$ cat config.mk
export PLATFORM = sky130hd
export DESIGN_NAME = bias_loader
export DESIGN_NICKNAME = d
export VERILOG_FILES = /design/src/rtl/bias_loader_pkg.sv /design/src/rtl/bias_loader.sv
export SDC_FILE = /design/constraint.sdc
export NUM_CORES = 1
export LEC_CHECK = 0
export ABC_AREA = 1
export CAP_MARGIN = 20
export CORE_MARGIN = 2
export CORE_UTILIZATION = 40
export CTS_CLUSTER_SIZE = 14
export DETAILED_ROUTE_END_ITERATION = 6
export PLACE_DENSITY_LB_ADDON = 0.15
export SYNTH_ARGS = -nofsm -noshare
export SYNTH_HDL_FRONTEND = slang
export SYNTH_SLANG_ARGS = --single-unit
export TNS_END_PERCENT = 5
$ cat constraint.sdc
create_clock -name clk -period 3.9 [get_ports clk]
set_input_delay 0.78 -clock clk [delete_from_list [all_inputs] [get_ports clk]]
set_output_delay 0.78 -clock clk [all_outputs]
set_load 0.03 [all_outputs]
$ cat src/rtl/bias_loader_pkg.sv
// Shared definitions for the bias loader: default sizes, FSM states,
// the bias word type and the sign-magnitude negative-zero pattern.
package bias_loader_pkg;

  localparam int NUM_CH_DEF = 16;
  localparam int BW_DEF     = 16;

  typedef enum logic [1:0] {
    ST_IDLE = 2'd0,
    ST_LOAD = 2'd1,
    ST_DONE = 2'd2
  } state_t;

  typedef logic [BW_DEF-1:0] bias_word_t;

  localparam bias_word_t NEG_ZERO = {1'b1, {(BW_DEF-1){1'b0}}};

endpackage

$ cat src/rtl/bias_loader.sv
// Loads NUM_CH sign-magnitude bias words into a parallel-readable flop bank,
// folding negative zero to plain zero and flagging when the bank is complete.
module bias_loader
  import bias_loader_pkg::*;
#(
  parameter int NUM_CH = NUM_CH_DEF,
  parameter int BW     = BW_DEF
) (
  input  logic          clk,
  input  logic          rst,
  input  logic          start,
  input  logic          in_valid,
  input  logic [BW-1:0] in_data,
  output logic          in_ready,
  output logic [BW-1:0] bias_mem [0:NUM_CH-1],
  output logic          loaded,
  output logic          done,
  output logic          busy
);

  localparam int IW = (NUM_CH > 1) ? $clog2(NUM_CH) : 1;
  localparam logic [IW-1:0] LAST_IDX = IW'(NUM_CH - 1);
  localparam logic [BW-1:0] NEG_ZERO_W = {1'b1, {(BW-1){1'b0}}};

  state_t        state_q, state_d;
  logic [IW-1:0] idx_q, idx_d;
  logic          loaded_q, loaded_d;
  logic [BW-1:0] mem_q [0:NUM_CH-1];
  logic [BW-1:0] mem_d [0:NUM_CH-1];
  logic [BW-1:0] store_word;

  assign store_word = (in_data == NEG_ZERO_W) ? '0 : in_data;

  // A start in LOAD wins over a same-cycle accept; start in DONE is ignored.
  always_comb begin
    state_d  = state_q;
    idx_d    = idx_q;
    loaded_d = loaded_q;
    mem_d    = mem_q;
    case (state_q)
      ST_IDLE: begin
        if (start) begin
          state_d  = ST_LOAD;
          idx_d    = '0;
          loaded_d = 1'b0;
        end
      end
      ST_LOAD: begin
        if (start) begin
          idx_d    = '0;
          loaded_d = 1'b0;
        end else if (in_valid) begin
          mem_d[idx_q] = store_word;
          if (idx_q == LAST_IDX) begin
            state_d  = ST_DONE;
            idx_d    = '0;
            loaded_d = 1'b1;
          end else begin
            idx_d = idx_q + 1'b1;
          end
        end
      end
      ST_DONE: state_d = ST_IDLE;
      default: state_d = ST_IDLE;
    endcase
  end

  always_ff @(posedge clk) begin
    if (rst) begin
      state_q  <= ST_IDLE;
      idx_q    <= '0;
      loaded_q <= 1'b0;
      for (int i = 0; i < NUM_CH; i++) begin
        mem_q[i] <= '0;
      end
    end else begin
      state_q  <= state_d;
      idx_q    <= idx_d;
      loaded_q <= loaded_d;
      mem_q    <= mem_d;
    end
  end

  assign in_ready = (state_q == ST_LOAD);
  assign busy     = (state_q == ST_LOAD);
  assign done     = (state_q == ST_DONE);
  assign loaded   = loaded_q;

  for (genvar gi = 0; gi < NUM_CH; gi++) begin : g_out
    assign bias_mem[gi] = mem_q[gi];
  end

endmodule
==> results.yml <==
outcome:
  status: "finished, final reports clean"
detailed_routing:
  via_per_inst: 4.849
  ant_nets: 0
  routed-wl-met2_microns: 14610
  top_layer_used: "met4"
  drc: 0
  wl_met3_microns: 2579
  drt_pass1_iterations: 5
  finalWirelength_microns: 32210
  drt-wirelength-per-cell_microns: 17.55
  drt_iter0_markers: 561
  wl_met1_microns: 14180
  num_vias: 8897
worst_setup_path:
  path_class: "reg2out"
  r2r-end: "bias_mem[216]"
  timing.rr.start: "state_q[1]"
  rr_worst_depth: 7
  r2r_setup_slack_ns: 1.76
  path_cells: "inv_2, nand2_2, inv_1, clkdlybuf4s50_1"
  start_kind: "flop"
  crit_family: "buffers and inverters"
  slowest_delay_ns: 0.72
  required_ns: 3.12
  worst_setup_path_end_kind: "output port"
  crit_buf_inv: 3
  cpMaxStageDelayCell: "clkdlybuf4s50_1"
  worstPathMaxFanout: 5
  cp_data_arrival_time_ns: 1.91
timing:
  period_share_pct: 69.02
  skew_ns: 0.01775
  finalSetupViolCount: 0
  finalHoldViolCount: 0
  setup_tns_ns: 0
  max-slew-margin-rel_pct: 63.19
  worstMarginPinSlew_ns: 0.5521
  rsz0062_at_grt: "no"
  slew_viol_final: 0
  fmax_mhz: 371.5
  layout_min_cycle_time_ns: 2.692
worst_hold_path:
  hold_path_startpoint: "loaded"
  hp-class: "reg2reg"
  whs_endpoint: "loaded"
  min_delay_path_depth: 2
clock_tree:
  clock_latency_ns: 0.54
  cts_resized: 0
  h-tree-depth: 1
  postCtsSetupRepairBufs: 0
  cts.sinks: 263
  clk_path_buf_depth: 3
  ctsHoldBuffers: 0
  clkSlewWorstSetupHoldPaths_ns: 0.06
  root_buffer: "clkbuf_16"
  cts_tree: "built"
  numCtsBuffers: 28
placement:
  place_congestion: 0.8206
  post-dp-hpwl_microns: 20220
  postPlaceCellArea_sq_um: 12550
  io_buffers: 279
floorplanning:
  row_count: 56
  die_w_microns: 159.3
  die_y_microns: 159.3
  pin_count: 280
  coreArea_sq_um: 23540
  design.die.area_sq_um: 25370
  start_util_pct: 40.97
logic_synthesis:
  ys_ff_latch: 263
  postSynthCellCount: 1246
  avgSynthCellArea_sq_um: 7.740
  synth_top_area_share_pct: 54.59
  synth_cell_type_count: 25
  syn-num-nets: 1270
  yosys.area.top_type: "dfxtp_1"
  synth_seq_area_share_pct: 54.59
  ys_warn_count: 0
  synth.area.top_cells: "dfxtp_1 (55%), nor2_1 (17%), o21ai_0 (8.7%), nand2_1 (4.0%), a21oi_1 (2.6%)"
  synthesis.area_sq_um: 9644
layout:
  final_common_cell: "nor2_1"
  insertedDiodeCount: 0
  mostFrequentLayoutCells: "nor2_1 (449), clkdlybuf4s50_1 (278), dfxtp_1 (263)"
  drive_gt1_share_pct: 6.926
  final_cell_area_sq_um: 13470
  syn_to_final_growth_pct: 39.70
  fin_nets: 1518
power:
  p_leak_nw: 4.987
  p_comb_share_pct: 5.1
  power.density_nw_per_um2: 418.2
  p_sw_share_pct: 23.27
  p_seq_share_pct: 48.0
  pwr-share-clk_pct: 46.9
  peakVddDrop_uv: 265.6
  net-switching-power_mw: 1.311
  internal-power_mw: 4.324
global_route:
  grt_antenna_before_repair: 0
  grt_pass1_vias: 8161
  grt_max_degree: 110
  overflow: 0
  grt_pass1_wl_microns: 48520
  grt.total_usage_pct: 24.31
run:
  maxCapViolations: 0
stage by stage:
stage          utilization, %  std cells  setup WS (ns)  total power [mW]  hold slack, ns
2_1_floorplan               -       1246          2.114             2.919          0.4790
3_3_place_gp            53.32       1783         0.8977             3.051          0.4497
3_5_place_dp            53.32       1783         0.8513             3.051          0.4552
4_1_cts                 57.23       1835          1.176             5.669          0.4643
5_1_grt                 57.23       1835          1.105             5.813          0.4851
6_report                57.23       1835          1.208             5.635          0.4614
area by class of cell:
cell class / instances / area, sq um
inverters: 51 / 205.2
repair buffers: 298 / 2943
multi-input cells: 852 / 3740
flip-flops and latches: 263 / 5265
clock inverters: 12 / 93.84
fillers: 2247 / 10070
clock buffers: 40 / 827.0
well taps: 319 / 399.1
cell usage after synthesis:
master and instances:
a21oi_1 50, a22oi_1 1, buf_12 1, buf_2 13
buf_4 6, buf_6 11, clkbuf_1 48, clkbuf_2 1
clkinv_2 7, dfxtp_1 263, ha_1 4, inv_1 33
inv_2 11, nand2_1 104, nand2_2 4, nand2_4 5
nand3_1 10, nand3_2 3, nand3_4 5, nor2_1 449
nor2_4 1, nor2_8 1, nor3_1 1, o21ai_0 168
o21ai_1 46
flip-flops by register name (all words and copies together), names as in the netlist:
register and count:
state_q 2, bias_mem 256, idx_q 4, loaded 1
tightest hold or removal path, cell delays in order, from the launching register on:
cell and delay, ns:
dfxtp_1 0.31, inv_1 0.05, a21oi_1 0.06
worst max path at each step:
stage | startpoint | to | slack, ns | cells past startpoint
final | state_q[1] | in_ready | 1.21 | 4
after global routing | state_q[1] | in_ready | 1.11 | 4
after CTS | state_q[0] | in_ready | 1.18 | 3
after detailed placement | start | bias_mem[215] | 0.85 | 8
after global placement | start | bias_mem[208] | 0.90 | 8
after floorplan | start | bias_mem[198] | 2.11 | 8
layer usage:
layer / vias to the layer above / global-route usage [%]
li1: 4451 / -
met1: 4099 / 31.54
met2: 295 / 39.80
met3: 52 / 6.460
met4: 0 / 7.314
met5: - / 0
power groups by stage:
stage               Combinational [mW]  Clock, mW  Sequential (mW)
finish                           0.289       2.64             2.70
floorplan                        0.138          0             2.78
CTS                              0.287       2.68             2.70
detailed placement               0.286          0             2.76
global placement                 0.286          0             2.76
global route                     0.311       2.80             2.70
kinds of logic after synthesis:
family	count (synthesis)	share of synthesized area [%]
AO/OA/AOI/OAI	265	13.78
adder cells (fa/ha/maj)	4	0.5190
buffers and inverters	131	6.629
flip-flops	263	54.59
AND/OR/NAND/NOR	583	24.48
Power figures use the tool's default switching activity.
